==> src/rtl/assert_event_monitor.sv <==
// assert_event_monitor: gated pass/fail accumulator for per-cycle check results.
// Results are collected only while monitoring is on and after a hold-off window;
// counters saturate, the first counted fail sets a sticky flag, and reaching the
// fail limit halts collection until clr or rst.
// Optional feature macro: ASSERT_MON_TIMESTAMP_EN adds a free-running cycle
// counter and latches its value at the first counted fail (first_fail_time).
module assert_event_monitor #(
  parameter int unsigned CNT_W      = 16,
  parameter int unsigned HOLDOFF    = 4,
  parameter int unsigned FAIL_LIMIT = 1,
  parameter int unsigned TS_W       = 32
) (
  input  logic             clk,
  input  logic             rst,
  input  logic             mon_on,
  input  logic             clr,
  input  logic             chk_valid,
  input  logic             chk_pass,
  output logic [1:0]       state,
  output logic             active,
  output logic [CNT_W-1:0] pass_cnt,
  output logic [CNT_W-1:0] fail_cnt,
  output logic             err_sticky,
  output logic             halted
`ifdef ASSERT_MON_TIMESTAMP_EN
  ,
  output logic [TS_W-1:0]  first_fail_time
`endif
);

  localparam int unsigned HW        = (HOLDOFF > 1) ? $clog2(HOLDOFF) : 1;
  localparam int unsigned HOLD_LAST = (HOLDOFF == 0) ? 0 : HOLDOFF - 1;
  localparam int unsigned CW1       = CNT_W + 1;

  typedef enum logic [1:0] {
    S_OFF    = 2'd0,
    S_HOLD   = 2'd1,
    S_ACTIVE = 2'd2,
    S_HALT   = 2'd3
  } state_t;

  state_t          state_q, state_d;
  logic [HW-1:0]   hold_cnt, hold_d;
  logic            sample, count_pass, count_fail, lim_hit;
  logic [CW1-1:0]  fail_inc;
  logic [CNT_W-1:0] pass_d, fail_d;
  logic            err_d;

  assign state = state_q;

  // A sample counts only in ACTIVE and is discarded by a same-cycle clear
  assign sample     = (state_q == S_ACTIVE) && chk_valid && !clr;
  assign count_pass = sample && chk_pass;
  assign count_fail = sample && !chk_pass;
  assign fail_inc   = {1'b0, fail_cnt} + CW1'(1);
  assign lim_hit    = count_fail && (FAIL_LIMIT != 0) && (fail_inc >= CW1'(FAIL_LIMIT));

  // State register with registered decodes of the next state
  always_ff @(posedge clk or posedge rst) begin
    if (rst) begin
      state_q  <= S_OFF;
      hold_cnt <= '0;
      active   <= 1'b0;
      halted   <= 1'b0;
    end else begin
      state_q  <= state_d;
      hold_cnt <= hold_d;
      active   <= (state_d == S_ACTIVE);
      halted   <= (state_d == S_HALT);
    end
  end

  // Next-state logic: hold-off sequencing, monitor gating, fail-limit halt
  always_comb begin
    state_d = state_q;
    hold_d  = hold_cnt;
    case (state_q)
      S_OFF: begin
        if (mon_on) begin
          hold_d  = '0;
          state_d = (HOLDOFF == 0) ? S_ACTIVE : S_HOLD;
        end
      end
      S_HOLD: begin
        if (!mon_on)                          state_d = S_OFF;
        else if (hold_cnt == HW'(HOLD_LAST))  state_d = S_ACTIVE;
        else                                  hold_d  = hold_cnt + HW'(1);
      end
      S_ACTIVE: begin
        if (lim_hit)      state_d = S_HALT;
        else if (!mon_on) state_d = S_OFF;
      end
      S_HALT:  state_d = S_HALT;
      default: state_d = S_OFF;
    endcase
    if (clr) begin
      state_d = S_OFF;
      hold_d  = '0;
    end
  end

  // Output logic: saturating counter updates and sticky error
  always_comb begin
    pass_d = pass_cnt;
    fail_d = fail_cnt;
    err_d  = err_sticky;
    if (clr) begin
      pass_d = '0;
      fail_d = '0;
      err_d  = 1'b0;
    end else begin
      if (count_pass && (pass_cnt != '1)) pass_d = pass_cnt + CNT_W'(1);
      if (count_fail) begin
        err_d = 1'b1;
        if (fail_cnt != '1) fail_d = fail_cnt + CNT_W'(1);
      end
    end
  end

  // Counter and flag registers
  always_ff @(posedge clk or posedge rst) begin
    if (rst) begin
      pass_cnt   <= '0;
      fail_cnt   <= '0;
      err_sticky <= 1'b0;
    end else begin
      pass_cnt   <= pass_d;
      fail_cnt   <= fail_d;
      err_sticky <= err_d;
    end
  end

`ifdef ASSERT_MON_TIMESTAMP_EN
  logic [TS_W-1:0] ts_q;

  // Free-running cycle stamp; latched once at the first counted fail
  always_ff @(posedge clk or posedge rst) begin
    if (rst) begin
      ts_q            <= '0;
      first_fail_time <= '0;
    end else if (clr) begin
      ts_q            <= '0;
      first_fail_time <= '0;
    end else begin
      ts_q <= ts_q + TS_W'(1);
      if (count_fail && !err_sticky) first_fail_time <= ts_q;
    end
  end
`else
  localparam int unsigned ts_w_unused = TS_W;
`endif

endmodule

==> config.mk <==
export PLATFORM = sky130hd
export DESIGN_NAME = assert_event_monitor
export DESIGN_NICKNAME = d
export VERILOG_FILES = /design/src/rtl/assert_event_monitor.sv
export SDC_FILE = /design/constraint.sdc
export NUM_CORES = 1
export LEC_CHECK = 0
export BUFFER_PORTS_ARGS = -buffer_cell sky130_fd_sc_hd__buf_2
export CAP_MARGIN = 20
export CORE_MARGIN = 5
export CORE_UTILIZATION = 55
export CTS_CLUSTER_DIAMETER = 80
export DETAILED_ROUTE_END_ITERATION = 8
export PLACE_DENSITY = 0.76
export SYNTH_ARGS = -nofsm -noshare
export SYNTH_HDL_FRONTEND = slang
export SYNTH_SLANG_ARGS = --single-unit
==> constraint.sdc <==
create_clock -name clk -period 2.8 [get_ports clk]
set_clock_uncertainty 0.1 [all_clocks]
set_input_delay 0.42 -clock clk [delete_from_list [all_inputs] [get_ports clk]]
set_output_delay 0.42 -clock clk [all_outputs]
set_load 0.01 [all_outputs]
======== Word-level counts from Yosys, hierarchy flattened ========
Cells that the tools add are included.
cells by class
  add/sub/neg operators ................... 4
  magnitude comparators ................... 1
  equality and inequality tests ........... 11
  multiplexer cells ....................... 19
  reduce and logical (&&, ||, !) cells .... 15
operators by type and width
  cell                                                                    count
  16-bit 2-to-1 mux                                                       5
  16-bit by 1-bit adder with 16-bit output, second input constant         2
  16-bit inequality test, second input constant                           2
  2-bit 2-to-1 mux                                                        10
  16-bit by 1-bit adder with 17-bit output, second input constant         1
  17-bit by 1-bit >= comparator with 1-bit output, second input constant  1
  2-bit == test, second input constant                                    5
  3-bit inequality test, second input constant                            3
  2-bit case mux with 4 select lines                                      1
  1-bit logical AND                                                       6
  2-bit nonzero test                                                      3
  2-bit case mux with 2 select lines                                      1
  4-bit AND reduction                                                     1
  3-bit nonzero test                                                      1
  2-bit by 1-bit adder with 2-bit output, second input constant           1
  2-bit by 1-bit == test with 1-bit output, second input constant         1
  1-bit zero test                                                         2
  2-bit zero test                                                         1
  1-bit 2-to-1 mux                                                        2
  2-bit AND reduction                                                     1
word-level totals
  flip-flop bits (word level) ............. 39
  input bits .............................. 6
  output and inout port bits .............. 37
  logic and storage cells ................. 57

======== Logic depth before layout (Yosys ltp) ========
  word-level depth ........................ 9
  mapped depth ............................ 7
  gate-level depth less buffers ........... 6

======== Least setup slack after synthesis ========
No wires, ideal clock.
  path kind ............................... reg-to-reg
  start ................................... reg fail_cnt[0]
  end ..................................... reg fail_cnt[11]
  library setup time ...................... 0.095 ns
  arrival ................................. 2.028 ns
  required time ........................... 2.605 ns
  setup slack ............................. 0.577 ns
  stages on the path, launching flop included .. 8
  buffers on the path ..................... 1
  clock period less this slack ............ 2.223 ns
  path through ............................ dfrtp_1 > ha_1 > nand4_4 > nor4_4 > o21ba_4 > buf_6 > o21ai_0 > o31ai_1
between the ends
  word-level cells in the longest chain between the ends .. 4
  elaborated cells between the ends (all ways) .. 7
  classes of those cells .................. 1 x add/sub; 1 x eq/ne; 3 x mux; 2 x reduce/logical
ends and longest elaborated chain
  element                                   line  source
  start: declaration                        22    output logic [CNT_W-1:0] fail_cnt,
  start signal: assignment                  128   fail_cnt <= fail_d;
  16-bit by 1-bit adder with 16-bit output  115   if (fail_cnt != '1) fail_d = fail_cnt + CNT_W'(1);
  16-bit 2-to-1 mux                         115
  16-bit 2-to-1 mux                         113   if (count_fail) begin
  16-bit 2-to-1 mux                         107   if (clr) begin
Parallel ways exist; a longest one is shown, timed or not. The select of a mux whose other input is x is not followed.
A chain may end at the register's enable or synchronous reset.

======== Worst setup path after layout ========
  start ................................... reg fail_cnt[0]
  end ..................................... reg active
between the ends
  word-level cells in the longest chain between the ends .. 7
ends and longest elaborated chain
  element                                          line  source
  16-bit by 1-bit adder with 17-bit output         55    assign fail_inc = {1'b0, fail_cnt} + CW1'(1);
  17-bit by 1-bit >= comparator with 1-bit output  56    assign lim_hit = count_fail && (FAIL_LIMIT != 0) && (fail_inc >= CW1'(FAIL_LIMIT));
  1-bit logical AND                                56
  2-bit 2-to-1 mux                                 90    if (lim_hit) state_d = S_HALT;
  2-bit case mux with 4 select lines               77    case (state_q)
  2-bit 2-to-1 mux                                 96    if (clr) begin
  2-bit == test                                    68    active <= (state_d == S_ACTIVE);
  end signal: assignment                           68
  end: declaration                                 20    output logic active,
Every way passes these cells.

==> results.sh <==
export IMPL_status="finished clean"
export IMPL_portBuffers=42
export IMPL_slowest_stage="dfrtp_1"
export IMPL_max_slew_margin_pct=59.6
export IMPL_ctsRootBufferMaster="clkbuf_8"
export IMPL_rows=24
export IMPL_synth_top_family_by_area="simple AND/OR/NAND/NOR gates"
export IMPL_cp_top_family="compound AO/OA/AOI/OAI gates"
export IMPL_ys_types=49
export IMPL_hold_path_class="in2async"
export IMPL_cp_buffers_inverters=0
export IMPL_gp_congestion=0.842
export IMPL_diodes=0
export IMPL_finalSetupTns_ns=0
export IMPL_wl_mm=5.81
export IMPL_critical_path_max_fanout=9
export IMPL_switching_share_pct=23.6
export IMPL_critPathKind="reg2reg"
export IMPL_grt_pass1_wl_mm=10.3
export IMPL_power_switching_w=0.000232
export IMPL_worstPathRequired_ns=2.91
export IMPL_p_int_w=0.000750
export IMPL_cts_tree="built"
export IMPL_die_y_um=76.9
export IMPL_arrival_ns=2.59
export IMPL_numCtsBuffers=5
export IMPL_fill_cells=378
export IMPL_synthArstFlopShare_pct=100
export IMPL_via_per_inst=6.02
export IMPL_cts_post_setup_buffers_inserted=0
export IMPL_antenna_found_initial=0
export IMPL_final_util_pct=64.6
export IMPL_drtAntennaViolNets=0
export IMPL_dieWidth_um=76.9
export IMPL_period_share_pct=88.6
export IMPL_avgRoutedWirePerCell_um=15.6
export IMPL_cts_htree_levels=2
export IMPL_layout_setup_ws_ns=0.319
export IMPL_layout_area_seq_um2=976
export IMPL_gr_usage_all_layers_pct=20.5
export IMPL_die_area_mm2=0.00592
export IMPL_synth_compound_gate_area_share_pct=13.6
export IMPL_yosys_area_top_type="dfrtp_1"
export IMPL_multi_input_area_mm2=0.00140
export IMPL_boundaryPins=43
export IMPL_yosys_warnings=0
export IMPL_synth_mux_area_share_pct=2.49
export IMPL_dr_pass1_iters=4
export IMPL_rsz0062_at_grt="false"
export IMPL_clkPwrFrac_pct=38.6
export IMPL_cp_start_kind="flop"
export IMPL_fin_crit_ns=2.48
export IMPL_p_per_area_mw_per_mm2=349
export IMPL_slowest_delay_ns=0.47
export IMPL_finalPower_w=0.000982
export IMPL_tightest_slew_ns=0.603
export IMPL_crit_path_cell_trace="ha_1, and4_1, a2111oi_0, a311oi_1, a2111oi_0, o2bb2ai_1"
export IMPL_hold_viol_final=0
export IMPL_dp_final_hpwl_mm=4.08
export IMPL_synth_edf_count=0
export IMPL_fmaxAchievable_mhz=403
export IMPL_drv_slew=0
export IMPL_synth_xor_xnor_area_share_pct=5.34
export IMPL_ff2ff_setup_slack_ns=0.32
export IMPL_post_cts_resize_count=0
export IMPL_irDropWorstVdd_mv=0.228
export IMPL_synthSimpleGateAreaFrac_pct=33.3
export IMPL_leakage_nw=1.28
export IMPL_cts_sinks=39
export IMPL_initial_core_util_pct=56.6
export IMPL_syn_to_final_growth_pct=14.2
export IMPL_syn_inst=277
export IMPL_route_detailed_drc=0
export IMPL_ys_top_cells_by_area="dfrtp_1 (40%), o21ai_0 (5.7%), nor2_1 (4.1%)"
export IMPL_grt_max_degree=40
export IMPL_num_vias=2244
export IMPL_ys_ff_latch=39
export IMPL_crit_path_frequent_cell="a2111oi_0"
export IMPL_synth_top_cell_area_share_pct=39.6
export IMPL_synth_fp_nets=287
export IMPL_synth_seq_area_share_pct=39.6
export IMPL_dp_slack_ns=0.463
export IMPL_clk_pin_slew_ns=0.08
export IMPL_netlist_area_mm2=0.00246
export IMPL_grt_ovfl_total=0
export IMPL_synth_fa_ha_area_share_pct=2.03
export IMPL_power_frac_comb_pct=3.8
export IMPL_cap_viol_max_count=0
export IMPL_syn_area_per_cell_um2=8.89
export IMPL_worstSkewPairLatency_ns=0.29
export IMPL_grt_pass1_vias=2105
export IMPL_layout_nets=330
export IMPL_yosys_most_used_dff="dfrtp_1"
export IMPL_dr_first_iter_drc_count=106
export IMPL_cts_hold_buffers=0
export IMPL_clockBufferDepth=2
export IMPL_cp_end_kind="flop"
export IMPL_p_seq_share_pct=57.6
export IMPL_layout_drive_gt1_share_pct=21.5
export IMPL_setup_viol=0
export IMPL_coreArea_mm2=0.00435
## cell families (layout without fill, tap and decap cells)
family,after synthesis,after routing
AO/OA/AOI/OAI,56,56
multiplexers,6,6
flip-flops,39,39
AND/OR/NAND/NOR,138,138
buffers and inverters,19,63
adder cells (fa/ha/maj),4,4
XOR/XNOR,15,15
## worst register-to-register path: stages (launching register included)
cell and delay, ns:
dfrtp_1 0.47, ha_1 0.36, and4_1 0.30, a2111oi_0 0.40
a311oi_1 0.14, a2111oi_0 0.46, o2bb2ai_1 0.18
## power by group through the flow
| stage | Clock [W] | Combinational (W) | Sequential [W] |
|---|---|---|---|
| 2_1_floorplan | 0 | 0.0000239 | 0.000577 |
| 3_3_place_gp | 0 | 0.0000376 | 0.000577 |
| 6_report | 0.000379 | 0.0000369 | 0.000566 |
| 3_5_place_dp | 0 | 0.0000379 | 0.000577 |
| 5_1_grt | 0.000421 | 0.0000427 | 0.000566 |
| 4_1_cts | 0.000388 | 0.0000381 | 0.000566 |
## cell usage after synthesis, types with 5 or more instances
cell type,count
nand2_1,25
xnor2_1,11
a21oi_1,10
nor4_1,9
nor3_1,15
o21ai_0,28
nand3_1,15
buf_2,5
mux2i_1,5
nand4_1,11
nor2_1,27
nand2b_1,6
dfrtp_1,39
inv_1,5
clkbuf_1,6
## per-stage QoR
stage / instance area (um2) / cells / hold WS (ns)
after floorplan: 2460 / 277 / 0.402
after global routing: 2810 / 373 / 0.187
after CTS: 2810 / 373 / 0.150
after global placement: 2730 / 365 / 0.421
final: 2810 / 373 / 0.133
after detailed placement: 2730 / 365 / 0.421
## layer usage
metal | wire length (um) | track usage (%) | share of wire (%)
met1 | 2670 | 29.1 | 46
met4 | 84 | 6.29 | 1.4
met5 | 0 | 0 | 0
met2 | 2750 | 31.6 | 47
met3 | 303 | 3.86 | 5.2
## registers in the layout (all words and copies together) (netlist names)
signal	count
active	1
fail_cnt	16
state	2
halted	1
pass_cnt	16
hold_cnt	2
err_sticky	1
## area by class of cell
| type | instances | share of cell area [%] |
|---|---|---|
| Clock inverter | 2 | 0.445 |
| Sequential cell | 39 | 34.7 |
| Tap cell | 52 | 2.31 |
| Timing Repair Buffer | 50 | 9.61 |
| Inverter | 5 | 0.667 |
| Clock buffer | 6 | 2.58 |
| Multi-Input combinational cell | 219 | 49.7 |
## final timing paths
kind / start / end / cells past startpoint
worst max-delay path: fail_cnt[0]$_DFFE_PP0P_ / active$_DFF_PP0_ / 6
worst min-delay path: rst / fail_cnt[7]$_DFFE_PP0P_ / 3
worst max register to register: fail_cnt[0]$_DFFE_PP0P_ / active$_DFF_PP0_ / 6
worst min register to register: hold_cnt[1]$_DFFE_PP0P_ / hold_cnt[1]$_DFFE_PP0P_ / 2
max in group asynchronous: rst / fail_cnt[5]$_DFFE_PP0P_ / 3
min in group clk: clr / hold_cnt[1]$_DFFE_PP0P_ / 2
## cell usage in the layout, fill, tap and decap left out, drive strengths merged, types with 2 or more instances in the layout
cell type,n
buf,50
dfrtp,39
o21ai,28
nor2,28
nand2,25
nor3,17
nand3,15
nand4,12
nor4,12
xnor2,11
a21oi,10
nand2b,6
clkbuf,6
inv,5
mux2i,5
xor2,4
a31oi,4
ha,4
nand4b,3
and4,3
o31ai,3
and3,3
or3,2
and4bb,2
nand3b,2
a21o,2
a2111oi,2
and2,2
o21a,2
Note: power is estimated with default switching activity, not from simulation.
